==> src/rtl/rc4_pkg.sv <==
// Shared RC4 definitions: KSA state encoding, S-box depth, default key length
// and the key-byte extraction helper used by the key selector.
package rc4_pkg;

  localparam int RAM_DEPTH     = 256;
  localparam int KEY_BYTES_DEF = 3;
  // Widest key the byte extractor accepts; longer keys would be truncated.
  localparam int MAX_KEY_BYTES = 32;
  localparam int MAX_KEY_BITS  = MAX_KEY_BYTES * 8;

  typedef enum logic [3:0] {
    S_IDLE,
    S_RD_I,
    S_WT_I,
    S_CAP_I,
    S_RD_J,
    S_WT_J,
    S_CAP_J,
    S_WR_I,
    S_WR_J,
    S_DONE
  } ksa_state_t;

  // Byte idx of an nbytes-long key, byte 0 being the most significant byte.
  // The key is passed right-justified in a MAX_KEY_BITS-wide vector.
  function automatic logic [7:0] key_byte(input logic [MAX_KEY_BITS-1:0] key,
                                          input logic [31:0]             nbytes,
                                          input logic [31:0]             idx);
    logic [MAX_KEY_BITS-1:0] shifted;
    shifted = key >> (32'd8 * (nbytes - 32'd1 - idx));
    return shifted[7:0];
  endfunction

endpackage

==> src/rtl/ksa_swapper_if.sv <==
// Sequencer-facing bundle of the KSA stage: start/finished handshake plus the
// single-port S RAM bus (ram_out arrives two cycles after the address).
interface ksa_swapper_if #(
  parameter int RAM_WIDTH = 8
);
  logic                 start;
  logic                 finished;
  logic [RAM_WIDTH-1:0] address;
  logic [RAM_WIDTH-1:0] ram_in;
  logic                 write_enable;
  logic [RAM_WIDTH-1:0] ram_out;

  // master: the KSA stage; slave: sequencer/RAM side
  modport master (
    input  start, ram_out,
    output finished, address, ram_in, write_enable
  );
  modport slave (
    output start, ram_out,
    input  finished, address, ram_in, write_enable
  );
endinterface

==> src/rtl/ksa_key_selector.sv <==
// Key byte selector: key_idx counts 0..KEY_BYTES-1 and wraps, and the current
// key byte is muxed out of the secret key (byte 0 = most significant byte).
module ksa_key_selector
  import rc4_pkg::*;
#(
  parameter int KEY_BYTES = KEY_BYTES_DEF
) (
  input  logic                   clk,
  input  logic                   reset_n,
  input  logic                   clear,
  input  logic                   advance,
  input  logic [KEY_BYTES*8-1:0] secret_key,
  output logic [7:0]             key_byte_out
);

  localparam int KIDX_W = (KEY_BYTES > 1) ? $clog2(KEY_BYTES) : 1;
  localparam logic [KIDX_W-1:0] LAST_IDX = KIDX_W'(KEY_BYTES - 1);

  logic [KIDX_W-1:0] key_idx;

  // Key index: cleared at end of run, advanced once per completed iteration.
  // NOTE: sequential state is updated with non-blocking assignments only, so
  // every flop samples the pre-edge values of the others.
  always_ff @(posedge clk or negedge reset_n) begin
    if (!reset_n) begin
      key_idx <= '0;
    end else if (clear) begin
      key_idx <= '0;
    end else if (advance) begin
      key_idx <= (key_idx == LAST_IDX) ? '0 : key_idx + 1'b1;
    end
  end

  assign key_byte_out = key_byte(MAX_KEY_BITS'(secret_key), 32'(KEY_BYTES), 32'(key_idx));

endmodule

==> src/rtl/ksa_swapper.sv <==
// RC4 key-scheduling stage. Runs after the S RAM holds S[i]=i; for i=0..255
// computes j += S[i] + key[i mod KEY_BYTES] and swaps S[i], S[j] through the
// shared single-port RAM (8 cycles per iteration).
// Optional build macro KSA_SAME_INDEX_SKIP_EN: when the new j equals i the
// read/write of S[j] is skipped, giving a 3-cycle iteration with no writes.
module ksa_swapper
  import rc4_pkg::*;
#(
  parameter int RAM_WIDTH = 8,
  parameter int KEY_BYTES = KEY_BYTES_DEF
) (
  input  logic                   clk,
  input  logic                   reset_n,
  input  logic [KEY_BYTES*8-1:0] secret_key,
  ksa_swapper_if.master          bus
);

  ksa_state_t           state_q, state_d;
  logic [RAM_WIDTH-1:0] i_q, j_q, si_q, sj_q;
  logic [RAM_WIDTH-1:0] j_new;
  logic [7:0]           key_b;
  logic                 start_q;
  logic                 start_acc;
  logic                 last_i;
  logic                 same_idx_skip;
  logic                 iter_adv;

  assign start_acc = bus.start & ~start_q;
  assign last_i    = (i_q == {RAM_WIDTH{1'b1}});
  assign j_new     = j_q + bus.ram_out + RAM_WIDTH'(key_b);

`ifdef KSA_SAME_INDEX_SKIP_EN
  assign same_idx_skip = (state_q == S_CAP_I) && (j_new == i_q);
`else
  assign same_idx_skip = 1'b0;
`endif

  // i (and the key index) step after the last write, or after a skipped swap;
  // the final iteration leaves them for DONE to clear.
  assign iter_adv = ((state_q == S_WR_J) || same_idx_skip) && !last_i;

  ksa_key_selector #(
    .KEY_BYTES (KEY_BYTES)
  ) u_key_sel (
    .clk          (clk),
    .reset_n      (reset_n),
    .clear        (state_q == S_DONE),
    .advance      (iter_adv),
    .secret_key   (secret_key),
    .key_byte_out (key_b)
  );

  // State register.
  always_ff @(posedge clk or negedge reset_n) begin
    if (!reset_n) begin
      state_q <= S_IDLE;
    end else begin
      state_q <= state_d;
    end
  end

  // Next-state logic: fixed one-cycle walk through the read/capture/write steps.
  // NOTE: every combinational output gets a default first so no path through
  // the case leaves a value unassigned (which would infer a latch).
  always_comb begin
    state_d = state_q;
    case (state_q)
      S_IDLE:  if (start_acc) state_d = S_RD_I;
      S_RD_I:  state_d = S_WT_I;
      S_WT_I:  state_d = S_CAP_I;
      S_CAP_I: begin
        if (same_idx_skip) state_d = last_i ? S_DONE : S_RD_I;
        else               state_d = S_RD_J;
      end
      S_RD_J:  state_d = S_WT_J;
      S_WT_J:  state_d = S_CAP_J;
      S_CAP_J: state_d = S_WR_I;
      S_WR_I:  state_d = S_WR_J;
      S_WR_J:  state_d = last_i ? S_DONE : S_RD_I;
      S_DONE:  state_d = S_IDLE;
      default: state_d = S_IDLE;
    endcase
  end

  // Datapath: start edge register, captured S values, i and j indices.
  always_ff @(posedge clk or negedge reset_n) begin
    if (!reset_n) begin
      start_q <= 1'b0;
      i_q     <= '0;
      j_q     <= '0;
      si_q    <= '0;
      sj_q    <= '0;
    end else begin
      start_q <= bus.start;
      if (state_q == S_CAP_I) begin
        si_q <= bus.ram_out;
        j_q  <= j_new;
      end
      if (state_q == S_CAP_J) sj_q <= bus.ram_out;
      if (iter_adv) i_q <= i_q + 1'b1;
      if (state_q == S_DONE) begin
        i_q <= '0;
        j_q <= '0;
      end
    end
  end

  // Output decode: RAM address/data/strobe and the finished pulse per state.
  always_comb begin
    bus.address      = '0;
    bus.ram_in       = '0;
    bus.write_enable = 1'b0;
    bus.finished     = 1'b0;
    case (state_q)
      S_RD_I, S_WT_I: bus.address = i_q;
      S_RD_J, S_WT_J: bus.address = j_q;
      S_WR_I: begin
        bus.address      = i_q;
        bus.ram_in       = sj_q;
        bus.write_enable = 1'b1;
      end
      S_WR_J: begin
        bus.address      = j_q;
        bus.ram_in       = si_q;
        bus.write_enable = 1'b1;
      end
      S_DONE:  bus.finished = 1'b1;
      default: ;
    endcase
  end

endmodule

==> src/flat_wrapper.sv <==
// flat-port wrapper written by rule: the top's interface ports become plain ports
module ksa_swapper_flat import rc4_pkg::*;
#(
  parameter int RAM_WIDTH = 8,
  parameter int KEY_BYTES = KEY_BYTES_DEF
)
  (clk, reset_n, secret_key, bus_start, bus_ram_out, bus_finished, bus_address, bus_ram_in, bus_write_enable);
  ksa_swapper_if #(.RAM_WIDTH(RAM_WIDTH)) bus_i ();
  input  logic clk;
  input  logic reset_n;
  input  logic [KEY_BYTES*8-1:0] secret_key;
  input wire logic [$bits(bus_i.start)-1:0] bus_start;
  input wire logic [$bits(bus_i.ram_out)-1:0] bus_ram_out;
  output wire logic [$bits(bus_i.finished)-1:0] bus_finished;
  output wire logic [$bits(bus_i.address)-1:0] bus_address;
  output wire logic [$bits(bus_i.ram_in)-1:0] bus_ram_in;
  output wire logic [$bits(bus_i.write_enable)-1:0] bus_write_enable;
  assign bus_i.start = bus_start;
  assign bus_i.ram_out = bus_ram_out;
  assign bus_finished = bus_i.finished;
  assign bus_address = bus_i.address;
  assign bus_ram_in = bus_i.ram_in;
  assign bus_write_enable = bus_i.write_enable;
  ksa_swapper #(.RAM_WIDTH(RAM_WIDTH), .KEY_BYTES(KEY_BYTES)) u_core (.clk(clk), .reset_n(reset_n), .secret_key(secret_key), .bus(bus_i));
endmodule
==> config.mk <==
export PLATFORM = sky130hd
export DESIGN_NAME = ksa_swapper_flat
export DESIGN_NICKNAME = d
export VERILOG_FILES = /design/src/rtl/rc4_pkg.sv /design/src/rtl/ksa_swapper_if.sv /design/src/rtl/ksa_key_selector.sv /design/src/rtl/ksa_swapper.sv /design/src/flat_wrapper.sv
export SDC_FILE = /design/constraint.sdc
export NUM_CORES = 1
export LEC_CHECK = 0
export ABC_CLOCK_PERIOD_IN_PS = 6960
export CELL_PAD_IN_SITES_DETAIL_PLACEMENT = 0
export CELL_PAD_IN_SITES_GLOBAL_PLACEMENT = 2
export CORE_UTILIZATION = 35
export CTS_BUF_LIST = sky130_fd_sc_hd__clkbuf_8
export CTS_CLUSTER_SIZE = 14
export DETAILED_ROUTE_END_ITERATION = 10
export GPL_TIMING_DRIVEN = 0
export PLACE_DENSITY_LB_ADDON = 0.2
export SLEW_MARGIN = 10
export SYNTH_ARGS = -nofsm -noshare
export SYNTH_HDL_FRONTEND = slang
export SYNTH_SLANG_ARGS = --single-unit
==> constraint.sdc <==
create_clock -name clk -period 6.96 [get_ports clk]
set_input_delay 1.392 -clock clk [delete_from_list [all_inputs] [get_ports clk]]
set_output_delay 1.392 -clock clk [all_outputs]
set_load 0.005 [all_outputs]
Yosys cells after proc, flatten, opt, wreduce, memory -nomap -nowiden
Cells that the tools add are included.

Add/subtract/negate cells: 5. Eq/ne operators: 12. Shift-type cells: 1. Muxes and demuxes: 14. Bitwise operators: 2. Reduce and logical (&&, ||, !) cells: 8.

Operators with widths (count): $pmux 4 s9 (1); $mux 8 (4); $pmux 8 s2 (2); $shr 24x32->8 (1); $add 8x8->8 (2); $eq 4x3->1 const B (4); $add 8x1->8 const B (1); $eq 4x2->1 const B (2); $eq 4x4->1 const B (2); $eq 8x8->1 const B (1); $mux 4 (2); $mux 2 (3); $reduce_or 3->1 (2); $eq 4x1->1 const B (1); $logic_not 4->1 (1); $reduce_bool 2->1 (2); $sub 2x2->3 const A (1); $add 2x1->2 const B (1); $eq 2x2->1 const B (1); $mux 1 (2); $ne 2x1->1 const B (1); $reduce_or 2->1 (1); $and 1x1->1 (1); $logic_and 1x1->1 (1); other kinds (2) (2).

Flip-flop bits (word level): 39. Bits of input ports: 35. Output and inout port bits: 18. Logic and storage cells: 49.

Logic depth before layout (Yosys ltp)
Depth in word-level cells: 5. Depth in mapped cells: 18.

By module
From an unflattened synthesis, not the netlist that was laid out.

Cells, all modules: 264. Area total of the unflattened synthesis: 2620.0 µm².

Modules (own cells, without submodules): ksa_swapper (instances 1, cells an instance 225, area each 2254.7 µm²); ksa_key_selector (instances 1, cells an instance 39, area each 365.4 µm²).

Worst setup path before layout
Ideal clock, no wire load.

Path kind: in2reg. From: input port secret_key[1]. To: register u_core.j_q[7]. Setup time: 0.124 ns. Data arrival time: 3.539 ns. Slack: 3.297 ns. Stages: 14. Path buffers: 0. Cells stage by stage: mux2i_1 -> nor2_1 -> a21oi_1 -> nor2_1 -> fa_1 -> ha_1 -> inv_1 -> fa_1 -> nand2b_1 -> a21oi_1 -> o21a_1 -> nor3_1 -> nand3b_1 -> mux2i_1.

Word-level cells in the longest chain between the ends: 4.

RTL lines: start, declared (RTL line flat_wrapper.sv:11) `input logic [KEY_BYTES*8-1:0] secret_key;`; $shr 24x32->8 (RTL line rc4_pkg.sv:30) `shifted = key >> (32'd8 * (nbytes - 32'd1 - idx));`; $add 8x8->8 (RTL line ksa_swapper.sv:30) `assign j_new = j_q + bus.ram_out + RAM_WIDTH'(key_b);`; $mux 8 (RTL line ksa_swapper.sv:95) `if (state_q == S_CAP_I) begin`; $mux 8 (RTL line ksa_swapper.sv:101) `if (state_q == S_DONE) begin`; end signal, assigned (RTL line ksa_swapper.sv:97) `j_q <= j_new;`; end, declared (RTL line ksa_swapper.sv:19) `logic [RAM_WIDTH-1:0] i_q, j_q, si_q, sj_q;`.

No other way between the ends. The select of a mux whose other input is x is not followed. A chain may end at the register's enable or synchronous reset.

Worst setup path after layout
Same ends and word-level chain as after synthesis.

==> results by group <==
Power
  • Pwr Density: 411 nW/um2
  • Clock share of power: 14.4%
  • Sequential Power Share: 29.3%
  • Peak supply drop: 0.172 mV
  • Gate power share: 56.3%
  • Psw: 563 uW
  • Switching fraction of total power: 41.3%
  • Pwr Total: 1.37 mW
  • Pleak: 1.43 nW
  • Internal Power: 802 uW

Synth
  • Syn_nets: 326
  • Synth Area in Compound Gates: 17.2%
  • Adder-Cell Fraction of Synth Area: 11.2%
  • Register area share after synthesis: 38.2%
  • Mapped Area: 2560 um2
  • Yosys cell types: 46
  • Post-synthesis mux area share: 7.49%
  • Synth warnings: 0
  • Post-synthesis register bit count: 39
  • Cell count after synthesis: 273
  • Share of the synthesized area in the top cell type: 38.2%
  • Largest family of logic cells by synthesized area: simple AND/OR/NAND/NOR gates
  • Synth Area in XOR/XNOR: 3.08%
  • Fraction of registers with async set/reset: 100%
  • Average size of a mapped cell: 9.36 um2
  • Area leader, netlist: dfrtp_1
  • Simple-Gate Fraction of Synth Area: 18.9%
  • Post-synth EDFFs: 0
  • Most used flip-flop cell after synthesis: dfrtp_1
  • Synth top area cells: dfrtp_1 38%, nand2_1 6.9%, fa_1 6.3%

Setup path
  • Max stage delay on crit path: 0.50 ns
  • Crit Path Max Fanout: 3
  • CP top delay family: adder cells
  • WP data arrival: 4.17 ns
  • Cell Chain, Critical Path: clkdlybuf4s50_1, mux2i_1, nor2_1, a21oi_1, nor2_1, fa_1, ha_1, inv_1, fa_1, nand2b_1, a21oi_1, o21a_1, nor3_1, nand3b_1, mux2i_1
  • Crit end category: flip-flop
  • Setup CP Type: in2reg
  • CP required: 7.15 ns
  • Worst path bufs/invs: 2
  • CP max stage cell: fa_1
  • Crit start category: input pin

Detailed routing
  • DRC violations left: 0
  • WL/cell: 14.6 um
  • First-pass detailed-route iteration total: 4
  • Iteration-0 DRC Markers: 90
  • Vias: 2136
  • Number of vias per cell: 4.97
  • Post-Route WL: 6.27 mm
  • Antenna Nets Post-Route: 0

Global routing
  • Vias in the first global route: 2069
  • GRT met2 Usage: 30.0%
  • First-pass GRT wire length: 10.6 mm
  • Met1 usage: 24.7%
  • Total track usage: 18.4%
  • M3 GR Usage: 4.64%
  • Largest net degree at the start of global routing: 33
  • GR peak layer: met2
  • Initial antenna violation count: 0
  • Total grt overflow: 0

Die
  • Die Y: 87.5 um
  • Die Wd: 87.5 um
  • Core area: 6910 um2
  • Starting Density: 37.0%
  • Die Area: 7650 um2
  • Ports: 53
  • FP Rows: 30

Worst hold path
  • Worst min path class: reg2reg

Timing
  • Period minus WS final: 3.98 ns
  • Period utilisation layout: 57.2%
  • # setup viols final: 0
  • Slew margin rel.: 51.7%
  • Measured slew at the worst slew-check pin: 0.722 ns
  • Worst hold slack: 0.481 ns
  • Slew Limit Fails: 0
  • Final Hold Viols: 0
  • Clock skew: 0.00825 ns
  • Setup TNS: 0 ns
  • Max frequency: 0.251 GHz
  • RSZ-0062 raised after global routing: no

Finish
  • Fin util: 48.1%
  • Number of inserted diodes: 0
  • Number of nets in the layout: 386
  • Layout cell share with drive strength beyond 1: 10.8%
  • Fillers: 716
  • Area grow syn2layout: 30.1%

Clock tree
  • CTS clk-pin slew, worst paths: 0.09 ns
  • # resized after CTS: 0
  • TritonCTS clock tree: built
  • Inserted Clock Buffers: 5
  • Hold Buf Count CTS: 0
  • Post-CTS Setup Inserts: 0
  • Htree depth: 2
  • Clk_lat worst skew: 0.30 ns
  • Clock Sinks: 39
  • CTS root buf: clkbuf_8
  • CTS max path bufs: 2

Place
  • IO buf count: 52
  • DPL Wire Length: 4.81 mm
  • Final RePlAce weighted congestion: 0.734

Run status
  • Status: completed

Run
  • # Max-Cap Violations: 0
-- metal layers --
layer | part of all wire (%) | up-vias
met5 | 0 | -
met4 | 0.81 | 0
met3 | 3.7 | 6
met2 | 48 | 37
met1 | 47 | 1030
li1 | - | 1063
-- synthesized netlist by cell type, types with 2 or more instances --
master,instances
buf_2,5
xor2_1,4
nand2b_1,8
o21ai_1,9
a22o_1,9
xnor2_1,5
mux2_2,9
o21ai_0,6
dfrtp_1,39
and3_1,2
fa_1,8
nor3_1,4
ha_1,10
nand2_1,47
nor2_2,3
clkbuf_1,6
a22oi_1,8
o21a_1,2
inv_1,8
mux2i_1,9
nor2_1,23
nor3b_1,3
o31ai_1,2
a21oi_1,17
nand3_1,6
-- logic make-up (layout without fill, tap and decap cells) --
logic type / after synthesis / count (layout)
and+or+nand+nor: 104 / 104
xor gates and xnor gates: 9 / 9
AOI/OAI and AO/OA: 63 / 63
DFF: 39 / 39
muxes: 18 / 18
buffers and inverters: 22 / 83
adders and majority gates: 18 / 18
-- tightest hold or removal path, cell delays in order, from the launching register on --
cell	delay (ns)
dfrtp_1	0.35
nand2_1	0.05
nand2_1	0.05
-- layout by cell type (no fill, tap or decap), drive strengths merged, types with 2 or more instances in the layout --
cell type	Yosys	final
clkdlybuf4s50	0	51
nand2	47	47
dfrtp	39	39
nor2	26	26
a21oi	17	17
o21ai	15	15
clkbuf	6	11
ha	10	10
buf	8	10
a22o	9	9
mux2	9	9
mux2i	9	9
nand2b	9	9
inv	8	8
a22oi	8	8
fa	8	8
nand3	6	6
xnor2	5	5
nor3	5	5
xor2	4	4
nor3b	3	3
a211oi	3	3
o21a	2	2
and3	2	2
o31ai	2	2
or3	2	2
clkinv	0	2
-- power groups by stage --
stage               clock (mW)  combinational [mW]  sequential, mW
floorplan                    0               0.574           0.378
global placement             0               0.769           0.401
detailed placement           0               0.780           0.405
CTS                      0.199               0.785           0.401
global route             0.213               0.885           0.417
finish                   0.196               0.769           0.400
-- layout make-up --
cell class / count / area, um2 / area share [%]
Sequential cell: 39 / 976 / 29.4
Clock inverter: 3 / 43.8 / 1.32
Clock buffer: 5 / 68.8 / 2.07
Tap cell: 96 / 120 / 3.61
Multi-Input combinational cell: 212 / 1480 / 44.5
Inverter: 8 / 30.0 / 0.903
Buffer: 14 / 70.1 / 2.11
Timing Repair Buffer: 53 / 536 / 16.1
-- worst paths after layout --
| path | startpoint | end | slack, ns | cells past startpoint |
|---|---|---|---|---|
| max in group asynchronous | reset_n | u_core.sj_q[5] | 5.58 | 2 |
| worst min register to register | u_core.si_q[4] | u_core.si_q[4] | 0.48 | 2 |
| worst max register to register | u_core.u_key_sel.key_idx[0] | u_core.j_q[7] | 3.02 | 18 |
| worst min-delay path | u_core.si_q[4] | u_core.si_q[4] | 0.48 | 2 |
| min in group asynchronous | reset_n | u_core.i_q[7] | 0.93 | 1 |
| worst max-delay path | secret_key[1] | u_core.j_q[7] | 2.98 | 15 |
-- stage by stage --
step	worst slack [ns]	cell area, um2	std cells
floorplan	3.30	2560	273
global placement	2.64	3200	421
detailed placement	2.62	3210	422
CTS	2.94	3320	430
global route	2.66	3320	430
finish	2.98	3320	430
-- sequential cells by signal, summed over array words and instances (netlist names) --
| name | cells |
|---|---|
| u_core.i_q | 8 |
| u_core.state_q | 4 |
| u_core.u_key_sel.key_idx | 2 |
| u_core.si_q | 8 |
| u_core.sj_q | 8 |
| u_core.j_q | 8 |
| u_core.start_q | 1 |
No activity file was read; power rests on OpenSTA's default activity.
